$ cat config.mk
export PLATFORM = sky130hd
export DESIGN_NAME = ext_rst_sequencer_flat
export DESIGN_NICKNAME = d
export VERILOG_FILES = /design/src/rtl/rst_seq_pkg.sv /design/src/rtl/ext_rst_sequencer_if.sv /design/src/rtl/rst_seq_timer.sv /design/src/rtl/ext_rst_sequencer.sv /design/src/flat_wrapper.sv
export SDC_FILE = /design/constraint.sdc
export NUM_CORES = 1
export LEC_CHECK = 0
export ABC_AREA = 1
export BUFFER_PORTS_ARGS = -buffer_cell sky130_fd_sc_hd__buf_2
export CAP_MARGIN = 20
export CORE_UTILIZATION = 52
export CTS_CLUSTER_DIAMETER = 200
export CTS_CLUSTER_SIZE = 10
export DETAILED_ROUTE_END_ITERATION = 10
export PLACE_DENSITY = 0.83
export RECOVER_POWER = 25
export SYNTH_ARGS = -nofsm -noshare
export SYNTH_HDL_FRONTEND = slang
export SYNTH_SLANG_ARGS = --single-unit
export TNS_END_PERCENT = 10
$ cat constraint.sdc
create_clock -name pl_clk0 -period 1.9 [get_ports pl_clk0]
set_input_delay 0.38 -clock pl_clk0 [delete_from_list [all_inputs] [get_ports pl_clk0]]
set_output_delay 0.38 -clock pl_clk0 [all_outputs]
set_load 0.005 [all_outputs]
$ cat src/rtl/rst_seq_pkg.sv
// Shared types for the pl_clk0 reset sequencer.
// State encoding, widths and a release-time helper.
package rst_seq_pkg;

  localparam int STATE_W = 3;

  typedef enum logic [STATE_W-1:0] {
    WAIT_LOCK = 3'd0,
    SETTLE    = 3'd1,
    RELEASE   = 3'd2,
    RUN       = 3'd3,
    FAULT     = 3'd4
  } state_t;

  // Edge offset (from first locked sample) at which bit k is released
  function automatic int unsigned release_cycle(
    input int unsigned k,
    input int unsigned settle,
    input int unsigned step
  );
    return settle + k * step;
  endfunction

endpackage

$ cat src/rtl/ext_rst_sequencer_if.sv
// Control/status bundle between platform glue and the reset sequencer.
// master drives lock/request inputs; slave is the sequencer.
interface ext_rst_sequencer_if #(
  parameter int NUM_RST = 4
) ();
  import rst_seq_pkg::*;

  logic               locked;
  logic               soft_req;
  logic               hb_toggle;
  logic               fault_clr;
  logic [NUM_RST-1:0] rst_out_n;
  logic               seq_done;
  logic               lock_lost;
  logic               hb_fault;
  logic [STATE_W-1:0] state_o;

  modport master (
    output locked, soft_req, hb_toggle, fault_clr,
    input  rst_out_n, seq_done, lock_lost,
    input  hb_fault, state_o
  );

  modport slave (
    input  locked, soft_req, hb_toggle, fault_clr,
    output rst_out_n, seq_done, lock_lost,
    output hb_fault, state_o
  );

endinterface

$ cat src/rtl/rst_seq_timer.sv
// Loadable saturating down-counter; expired while the count is zero.
// Load takes priority over decrement.
module rst_seq_timer #(
  parameter int CNT_W = 16
) (
  input  logic             clk,
  input  logic             rst_n,
  input  logic             load,
  input  logic             en,
  input  logic [CNT_W-1:0] load_val,
  output logic             expired
);

  logic [CNT_W-1:0] cnt;

  always_ff @(posedge clk) begin
    if (!rst_n) begin
      cnt <= '0;
    end else if (load) begin
      cnt <= load_val;
    end else if (en && cnt != '0) begin
      cnt <= cnt - 1'b1;
    end
  end

  assign expired = (cnt == '0);

endmodule

$ cat src/rtl/ext_rst_sequencer.sv
// Lock/settle reset sequencer releasing NUM_RST resets in index order.
// Define RST_SEQ_HB_EN to add the heartbeat watchdog and FAULT state.
module ext_rst_sequencer
  import rst_seq_pkg::*;
#(
  parameter int NUM_RST    = 4,
  parameter int SETTLE_CYC = 64,
  parameter int STEP_CYC   = 16,
  parameter int HB_TIMEOUT = 256,
  parameter int CNT_W      = 16
) (
  input logic          pl_clk0,
  input logic          pl_resetn,
  ext_rst_sequencer_if.slave bus
);

  localparam logic [CNT_W-1:0] SETTLE_LD = CNT_W'(SETTLE_CYC - 1);
  localparam logic [CNT_W-1:0] STEP_LD   = CNT_W'(STEP_CYC - 1);
  localparam logic [NUM_RST-1:0] BIT0    = NUM_RST'(1);

  state_t state, state_d;

  logic [NUM_RST-1:0] rst_q, rst_d, rst_next;
  logic               done_q, done_d;
  logic               ll_q, hf_q;
  logic               ll_set, hf_set;
  logic               step;
  logic               tmr_load, tmr_exp;
  logic [CNT_W-1:0]   tmr_val;
  logic               wd_fault;

  assign rst_next = (rst_q << 1) | BIT0;

`ifdef RST_SEQ_HB_EN
  localparam logic [CNT_W-1:0] HB_LD = CNT_W'(HB_TIMEOUT - 1);

  logic hb_q, hb_edge, wd_exp, wd_load;

  always_ff @(posedge pl_clk0) begin
    if (!pl_resetn) hb_q <= 1'b0;
    else            hb_q <= bus.hb_toggle;
  end

  assign hb_edge  = bus.hb_toggle ^ hb_q;
  // Held loaded outside RUN so the window starts fresh on entry
  assign wd_load  = (state != RUN) || hb_edge;
  assign wd_fault = (state == RUN) && wd_exp && !hb_edge;

  rst_seq_timer #(.CNT_W(CNT_W)) u_wd (
    .clk      (pl_clk0),
    .rst_n    (pl_resetn),
    .load     (wd_load),
    .en       (1'b1),
    .load_val (HB_LD),
    .expired  (wd_exp)
  );
`else
  logic unused_hb;
  assign unused_hb = bus.hb_toggle;
  assign wd_fault  = 1'b0;
`endif

  always_comb begin
    state_d = state;
    rst_d   = rst_q;
    done_d  = done_q;
    ll_set  = 1'b0;
    hf_set  = 1'b0;
    step    = 1'b0;
    unique case (state)
      WAIT_LOCK: begin
        if (bus.locked) state_d = SETTLE;
      end
      SETTLE: begin
        if (!bus.locked || bus.soft_req) begin
          state_d = WAIT_LOCK;
        end else if (tmr_exp) begin
          rst_d   = rst_next;
          done_d  = &rst_next;
          state_d = (&rst_next) ? RUN : RELEASE;
        end
      end
      RELEASE, RUN: begin
        if (!bus.locked) begin
          state_d = WAIT_LOCK;
          ll_set  = 1'b1;
        end else if (wd_fault) begin
          state_d = FAULT;
          hf_set  = 1'b1;
        end else if (bus.soft_req) begin
          state_d = WAIT_LOCK;
        end else if (state == RELEASE && tmr_exp) begin
          step    = 1'b1;
          rst_d   = rst_next;
          done_d  = &rst_next;
          state_d = (&rst_next) ? RUN : RELEASE;
        end
      end
      FAULT: begin
        if (bus.soft_req) state_d = WAIT_LOCK;
      end
      default: state_d = WAIT_LOCK;
    endcase
    // Every abort drops all outputs together
    if (state_d == WAIT_LOCK || state_d == FAULT) begin
      rst_d  = '0;
      done_d = 1'b0;
    end
  end

  always_comb begin
    tmr_load = (state_d != state) || step;
    tmr_val  = '0;
    if (state_d == SETTLE)  tmr_val = SETTLE_LD;
    if (state_d == RELEASE) tmr_val = STEP_LD;
  end

  rst_seq_timer #(.CNT_W(CNT_W)) u_tmr (
    .clk      (pl_clk0),
    .rst_n    (pl_resetn),
    .load     (tmr_load),
    .en       (1'b1),
    .load_val (tmr_val),
    .expired  (tmr_exp)
  );

  always_ff @(posedge pl_clk0) begin
    if (!pl_resetn) begin
      state  <= WAIT_LOCK;
      rst_q  <= '0;
      done_q <= 1'b0;
      ll_q   <= 1'b0;
      hf_q   <= 1'b0;
    end else begin
      state  <= state_d;
      rst_q  <= rst_d;
      done_q <= done_d;
      ll_q   <= ll_set ? 1'b1 : (bus.fault_clr ? 1'b0 : ll_q);
      hf_q   <= hf_set ? 1'b1 : (bus.fault_clr ? 1'b0 : hf_q);
    end
  end

  assign bus.rst_out_n = rst_q;
  assign bus.seq_done  = done_q;
  assign bus.lock_lost = ll_q;
  assign bus.hb_fault  = hf_q;
  assign bus.state_o   = state;

endmodule
$ cat src/flat_wrapper.sv
// flat-port wrapper written by rule: the top's interface ports become plain ports
module ext_rst_sequencer_flat import rst_seq_pkg::*;
#(
  parameter int NUM_RST    = 4,
  parameter int SETTLE_CYC = 64,
  parameter int STEP_CYC   = 16,
  parameter int HB_TIMEOUT = 256,
  parameter int CNT_W      = 16
)
  (pl_clk0, pl_resetn, bus_locked, bus_soft_req, bus_hb_toggle, bus_fault_clr, bus_rst_out_n, bus_seq_done, bus_lock_lost, bus_hb_fault, bus_state_o);
  ext_rst_sequencer_if #(.NUM_RST(NUM_RST)) bus_i ();
  input logic pl_clk0;
  input logic pl_resetn;
  input wire logic [$bits(bus_i.locked)-1:0] bus_locked;
  input wire logic [$bits(bus_i.soft_req)-1:0] bus_soft_req;
  input wire logic [$bits(bus_i.hb_toggle)-1:0] bus_hb_toggle;
  input wire logic [$bits(bus_i.fault_clr)-1:0] bus_fault_clr;
  output wire logic [$bits(bus_i.rst_out_n)-1:0] bus_rst_out_n;
  output wire logic [$bits(bus_i.seq_done)-1:0] bus_seq_done;
  output wire logic [$bits(bus_i.lock_lost)-1:0] bus_lock_lost;
  output wire logic [$bits(bus_i.hb_fault)-1:0] bus_hb_fault;
  output wire logic [$bits(bus_i.state_o)-1:0] bus_state_o;
  assign bus_i.locked = bus_locked;
  assign bus_i.soft_req = bus_soft_req;
  assign bus_i.hb_toggle = bus_hb_toggle;
  assign bus_i.fault_clr = bus_fault_clr;
  assign bus_rst_out_n = bus_i.rst_out_n;
  assign bus_seq_done = bus_i.seq_done;
  assign bus_lock_lost = bus_i.lock_lost;
  assign bus_hb_fault = bus_i.hb_fault;
  assign bus_state_o = bus_i.state_o;
  ext_rst_sequencer #(.NUM_RST(NUM_RST), .SETTLE_CYC(SETTLE_CYC), .STEP_CYC(STEP_CYC), .HB_TIMEOUT(HB_TIMEOUT), .CNT_W(CNT_W)) u_core (.pl_clk0(pl_clk0), .pl_resetn(pl_resetn), .bus(bus_i));
endmodule
==> results.py, run 1 <==
metrics = {
    "status": {
        "outcome": "completed",
    },
    "yosys": {
        "synthCells": 190,
        "syn_area_per_cell_um2": 7.84,
        "synth_cell_types": 29,
        "synth_seq_cells": 25,
        "ys_seq_area_share_pct": 33.6,
        "synth_fp_nets": 197,
        "synth_warnings": 0,
        "syn_area_um2": 1490,
    },
    "floorplan": {
        "die_w_um": 55.5,
        "rows": 19,
        "core_area_um2": 2730,
        "io_pins": 16,
        "initial_core_util_pct": 54.5,
        "fp.dieH_um": 55.5,
        "dieArea_um2": 3080,
    },
    "final_layout": {
        "nets": 235,
        "area_growth_syn_to_layout_pct": 25.7,
        "drive_above_1_share_pct": 42.7,
        "filler_cell_count": 211,
        "antenna_cells": 0,
        "final_cell_mix": "23 x nor2_1, 23 x nand2_1, 20 x buf_4, 18 x inv_1, 16 x dfxtp_1",
    },
    "detailed_routing": {
        "drt-total-wl_um": 3550,
        "drt_iter0_markers": 26,
        "drc": 0,
        "vias": 1375,
        "ant_nets": 0,
        "wire_per_inst_um": 13.8,
        "drt-pass1-iter-count": 7,
        "post_drt_via_cell_ratio": 5.33,
    },
    "sta": {
        "skew_ps": 6.27,
        "setup_viol_count_final": 0,
        "min_period_ps": 1870,
        "whs_ps": 276,
        "fin_crit_sh_pct": 98.3,
        "fmax_mhz": 535,
        "final_max_slew_viol_count": 0,
        "final_hold_viol_count": 0,
    },
    "global_route": {
        "grt.overflow.total": 0,
        "grt_pass1_vias": 1190,
        "grt_use_total_pct": 21.3,
        "antenna_found_initial": 0,
        "grt_start_max_net_pins": 14,
        "grt_pass1_wl_um": 5150,
    },
    "setup_path": {
        "r2r_cells": 13,
        "crit_arrival_ps": 2110,
        "reg2reg_from": "u_core.u_tmr.cnt[15]$_SDFFE_PN0P_",
        "timing.rr.end": "u_core.u_tmr.cnt[0]$_SDFFE_PN0P_",
        "path_class": "register to register",
        "critPathLaunchType": "register",
        "crit_fanout": 4,
        "crit_required_ps": 2140,
        "end_kind": "register",
        "reg2reg_slack_ps": 30,
    },
    "clocking": {
        "cts_buffers": 3,
        "cts_max_level": 1,
        "clk-insertion-delay-late_ps": 340,
        "cts_buffer_depth": 2,
        "cts_sinks": 25,
        "clock-root-buffer": "clkbuf_4",
        "cts_tree": "built",
        "hold_buffers": 0,
        "cts.clk_slew.worst_paths_ps": 140,
    },
    "worst_hold_path": {
        "min_path_type": "input port to register",
        "min_to": "u_core.bus.lock_lost$_SDFFE_PN0P_",
        "worstHoldPathCells": 4,
        "min_from": "bus_fault_clr",
    },
    "place": {
        "dp_hpwl_um": 2240,
        "port_buffers": 13,
        "place.gp.congestion": 0.944,
    },
    "pwr": {
        "vdd_ir_drop_max_uv": 1130,
        "power_density_nw_per_um2": 1470,
        "power_mw": 2.75,
        "power_leakage_nw": 0.831,
    },
    "flow_run": {
        "max-cap-violations": 0,
    },
}
[where the power goes]
part / leakage [nW] / switching (mW) / internal [mW] / total, mW
clock: 0.0150 / 0.169 / 0.0827 / 0.252
combinational: 0.609 / 0.985 / 0.741 / 1.73
sequential: 0.207 / 0.122 / 0.646 / 0.768
total: 0.831 / 1.28 / 1.47 / 2.75
[cell type report]
class / count / area [um^2] / share of cell area (%)
timing repair buffer: 34 / 235 / 12.6
tap: 31 / 38.8 / 2.07
multi-input combinational: 142 / 971 / 51.8
clock buffer: 4 / 26.3 / 1.40
inverter: 22 / 87.6 / 4.68
sequential: 25 / 514 / 27.5
[timing repair]
action	CTS	global route
setup endpoints to repair	0	20
setup buffers	0	12
resized for setup	0	27
[worst max-delay path by stage]
stage	from	end	slack, ps
2_1_floorplan	u_core.u_tmr.cnt[0]$_SDFFE_PN0P_	u_core.u_tmr.cnt[3]$_SDFFE_PN0P_	20
3_3_place_gp	bus_locked	u_core.u_tmr.cnt[3]$_SDFFE_PN0P_	40
3_5_place_dp	bus_locked	u_core.u_tmr.cnt[1]$_SDFFE_PN0P_	20
4_1_cts	u_core.u_tmr.cnt[0]$_SDFFE_PN0P_	u_core.u_tmr.cnt[1]$_SDFFE_PN0P_	8
5_1_grt	u_core.u_tmr.cnt[10]$_SDFFE_PN0P_	u_core.u_tmr.cnt[3]$_SDFFE_PN0P_	-90
6_report	u_core.u_tmr.cnt[15]$_SDFFE_PN0P_	u_core.u_tmr.cnt[0]$_SDFFE_PN0P_	30
[per-layer routing]
| metal | GRT usage, % | vias to the layer above | part of all wire, % |
|---|---|---|---|
| li1 | - | 689 | - |
| met1 | 27.5 | 646 | 42 |
| met2 | 35.6 | 29 | 51 |
| met3 | 2.11 | 11 | 3.3 |
| met4 | 9.64 | 0 | 4.0 |
| met5 | 0 | - | 0 |
[Yosys cell counts]
cell | instances | area share [%]
a21oi_1 | 9 | 3.0
nor2_4 | 5 | 3.8
inv_1 | 20 | 5.0
xor2_1 | 7 | 4.1
conb_1 | 1 | 0.25
dfxtp_1 | 25 | 34
a211oi_1 | 1 | 0.50
nor4_1 | 7 | 2.9
nand2_1 | 25 | 6.3
buf_4 | 1 | 0.50
nor2_1 | 26 | 6.5
a21boi_4 | 1 | 1.3
nor2_2 | 11 | 4.6
nand2_8 | 1 | 1.3
nand2_2 | 8 | 3.4
nand3_2 | 3 | 2.0
nand4_1 | 5 | 2.1
nand3_1 | 9 | 3.0
nor3_2 | 1 | 0.67
nand2_4 | 5 | 3.8
ha_1 | 1 | 0.84
xnor2_1 | 7 | 4.1
inv_2 | 1 | 0.25
inv_6 | 1 | 0.59
o21bai_1 | 2 | 1.0
nor3_1 | 3 | 1.0
nand3_4 | 2 | 2.4
nor4_2 | 1 | 0.84
clkbuf_1 | 1 | 0.25
[flip-flops by register name, summed over array words and instances (netlist names)]
register              count
u_core.bus.state_o        3
u_core.u_tmr.cnt         16
u_core.bus.lock_lost      1
u_core.bus.rst_out_n      4
u_core.bus.seq_done       1
[worst max-delay path, cell delays in order (launching register included)]
cell and delay, ps:
dfxtp_1 350, nor2_1 140, nand2_2 130, nor2_4 170
nand3_2 110, nand2_2 100, nand3_4 80, nand2_2 100
nand2_2 70, nand2_4 150, buf_12 120, nand3_4 70
o21bai_1 130, nor2_1 50
[cells by family (layout without fill, tap and decap cells)]
group / Yosys count / in the layout / share of synthesized area [%]
fa+ha+maj: 1 / 1 / 0.839
xor+xnor: 14 / 14 / 8.23
flops: 25 / 25 / 33.6
compound gates: 13 / 13 / 5.79
other cells: 1 / 1 / 0.252
buf+inv: 24 / 60 / 6.63
simple gates: 112 / 113 / 44.7
[stage by stage]
| step | area [um^2] | TNS [ps] | utilization, % | setup slack [ps] | instances |
|---|---|---|---|---|---|
| 2_1_floorplan | 1490 | 0 | - | 23.7 | 190 |
| 3_3_place_gp | 1650 | 0 | 60.4 | 38.2 | 241 |
| 6_report | 1870 | 0 | 68.5 | 32.3 | 258 |
| 4_1_cts | 1680 | 0 | 61.3 | 8.38 | 245 |
| 3_5_place_dp | 1650 | 0 | 60.4 | 18.9 | 241 |
| 5_1_grt | 1870 | -514 | 68.5 | -93.6 | 258 |
No activity file was read; power rests on OpenSTA's default activity.
==> inputs of run 2 (changes only) <==
--- a/config.mk
+++ b/config.mk
@@ -8,11 +8,12 @@
 export ABC_AREA = 1
 export BUFFER_PORTS_ARGS = -buffer_cell sky130_fd_sc_hd__buf_2
 export CAP_MARGIN = 20
-export CORE_UTILIZATION = 52
+export CORE_UTILIZATION = 54
+export CTS_BUF_LIST = sky130_fd_sc_hd__clkbuf_4
 export CTS_CLUSTER_DIAMETER = 200
 export CTS_CLUSTER_SIZE = 10
 export DETAILED_ROUTE_END_ITERATION = 10
-export PLACE_DENSITY = 0.83
+export PLACE_DENSITY = 0.85
 export RECOVER_POWER = 25
 export SYNTH_ARGS = -nofsm -noshare
 export SYNTH_HDL_FRONTEND = slang
==> run 2 against run 1 <==
Against the previous run:
- cell area is 1.0% higher
- wire length is 6.8% higher
- first-iteration DRC count is 35% higher
- highest routed layer unchanged
- sequential share of layout area is 0.074 points lower
- clock power is 5% higher
- die area is 3.6% lower
- critical path type unchanged
- hold slack better by 18 ps
- flip-flop and latch count stayed put
==> results.py, run 2 (synthesis gave the netlist of run 1 again) <==
metrics = {
    "setup_path": {
        "critPathLaunchType": "register",
        "cp_slowest_stage_delay_ps": 370,
        "worstPathCellList": "inv_2 > ha_4 > nand2_4 > nor2_4 > nand2_2 > inv_2 > nand2_1 > nand3_2 > nor2_4 > buf_12 > nand2_8 > nand2_4 > nand2_2 > nor2_1 > nor2_1",
        "path_class": "register to register",
        "crit_required_ps": 2130,
        "crit_path_top_delay_cell": "dfxtp_2",
        "r2r_cells": 15,
        "crit_fanout": 5,
        "end_kind": "register",
        "crit_arrival_ps": 2090,
    },
    "clocking": {
        "cts_buffers": 3,
        "hold_buffers": 0,
        "clk-insertion-delay-late_ps": 330,
        "clock-root-buffer": "clkbuf_4",
        "cts_max_level": 1,
        "cts_tree": "built",
        "cts_sinks": 25,
        "cts_buffer_depth": 2,
        "cts.clk_slew.worst_paths_ps": 140,
    },
    "sta": {
        "setup_tns_ps": 0,
        "final_hold_viol_count": 0,
        "min_period_ps": 1860,
        "rsz0062_at_grt": "true",
        "fin_crit_sh_pct": 98.1,
        "setup_viol_count_final": 0,
        "skew_ps": 6.90,
        "fmax_mhz": 536,
        "final_max_slew_viol_count": 0,
    },
    "detailed_routing": {
        "drt-total-wl_um": 3790,
        "post_drt_via_cell_ratio": 5.30,
        "vias": 1372,
        "ant_nets": 0,
        "drt_iter0_markers": 35,
        "drc": 0,
        "wire_per_inst_um": 14.6,
        "drt-pass1-iter-count": 4,
    },
    "pwr": {
        "power_leakage_nw": 0.834,
        "power_frac_comb_pct": 63.4,
        "vdd_ir_drop_max_uv": 1110,
        "clock_power_share_pct": 9.3,
        "power_density_nw_per_um2": 1500,
        "pwr-share-seq_pct": 27.3,
        "swShare_pct": 45.8,
        "p_switching_mw": 1.30,
        "power_mw": 2.84,
        "p_int_mw": 1.54,
    },
    "place": {
        "port_buffers": 13,
        "place.gp.congestion": 0.892,
        "dp_hpwl_um": 2480,
    },
    "final_layout": {
        "top_register": "u_core.u_tmr.cnt",
        "area_growth_syn_to_layout_pct": 27.0,
        "filler_cell_count": 190,
        "largest_reg_flops": 16,
        "antenna_cells": 0,
        "drive_above_1_share_pct": 43.2,
        "final_cell_mix": "23 x nor2_1, 23 x nand2_1, 21 x buf_4, 17 x inv_1, 13 x dfxtp_1",
        "nets": 237,
    },
    "global_route": {
        "top_usage_layer": "met2",
        "grt_pass1_vias": 1165,
        "grt.overflow.total": 0,
        "globalRouteMet2Util_pct": 41.7,
        "antenna_found_initial": 0,
        "grt_pass1_wl_um": 5210,
        "grt_start_max_net_pins": 14,
        "grt.met1_usage_pct": 32.3,
        "grt_use_total_pct": 24.9,
        "grt_util_met3_pct": 3.06,
    },
    "floorplan": {
        "core_area_um2": 2540,
        "fp.dieH_um": 54.5,
        "rows": 18,
        "dieArea_um2": 2970,
        "initial_core_util_pct": 58.6,
        "die_w_um": 54.5,
        "io_pins": 16,
    },
    "worst_hold_path": {
        "min_path_type": "input port to register",
        "worstHoldPathCells": 4,
    },
    "flow_run": {
        "max-cap-violations": 0,
    },
    "status": {
        "outcome": "completed",
    },
}
==> run 2: cell types whose count changed in the layout (fill, tap and decap cells not counted), sizes merged <==
cell	previous run	this run
clkbuf	4	9
buf	34	31
==> run 2: final timing paths <==
path / end / from / slack, ps
hold / removal: u_core.bus.lock_lost$_SDFFE_PN0P_ / bus_fault_clr / 290
setup / recovery: u_core.u_tmr.cnt[1]$_SDFFE_PN0P_ / u_core.u_tmr.cnt[1]$_SDFFE_PN0P_ / 40
hold reg to reg: u_core.bus.lock_lost$_SDFFE_PN0P_ / u_core.bus.lock_lost$_SDFFE_PN0P_ / 480
setup reg to reg: u_core.u_tmr.cnt[1]$_SDFFE_PN0P_ / u_core.u_tmr.cnt[1]$_SDFFE_PN0P_ / 40
==> run 2: critical path: cells and delay by family, from the launching register on <==
kind	cells	cell delay, ps
AND/OR/NAND/NOR	11	980
flip-flops	1	370
buffers and inverters	3	240
adder cells (fa/ha/maj)	1	170
==> run 2: routing by layer <==
metal | up-vias | wire, um | part of all wire, %
met2 | 29 | 1940 | 51
met4 | 0 | 38 | 1.0
met1 | 651 | 1700 | 45
li1 | 686 | - | -
met5 | - | 0 | 0
met3 | 6 | 119 | 3.1
==> run 2: cell type report <==
cell class	count	area, um^2	share of cell area (%)
multi-input combinational	142	962	50.9
sequential	25	518	27.4
tap	30	37.5	1.98
inverter	22	87.6	4.63
clock buffer	4	30.0	1.59
timing repair buffer	36	256	13.6
==> run 2: what timing repair did <==
item	in CTS	in global routing
resized for setup	2	29
pin swaps	2	18
endpoints found under the setup margin	3	21
cloned	0	1
setup buffers	3	8
==> run 2: power groups by stage <==
stage          Clock [mW]  Sequential, mW  Combinational, mW
5_1_grt             0.276           0.788               1.96
2_1_floorplan           0           0.742               1.11
4_1_cts             0.258           0.740               1.51
3_3_place_gp            0           0.748               1.43
3_5_place_dp            0           0.754               1.47
6_report            0.264           0.777               1.80
==> run 2: metrics by stage <==
step                      instance area, um^2  util (%)  worst slack, ps  hold WS (ps)  cells
after global placement                   1670      65.7             71.1           450    243
after floorplan                          1490         -             23.7           457    190
after detailed placement                 1670      65.7            -15.6           457    243
final                                    1890      74.3             36.1           294    259
after CTS                                1730      68.0             13.8           302    250
after global routing                     1890      74.3            -50.0           337    259
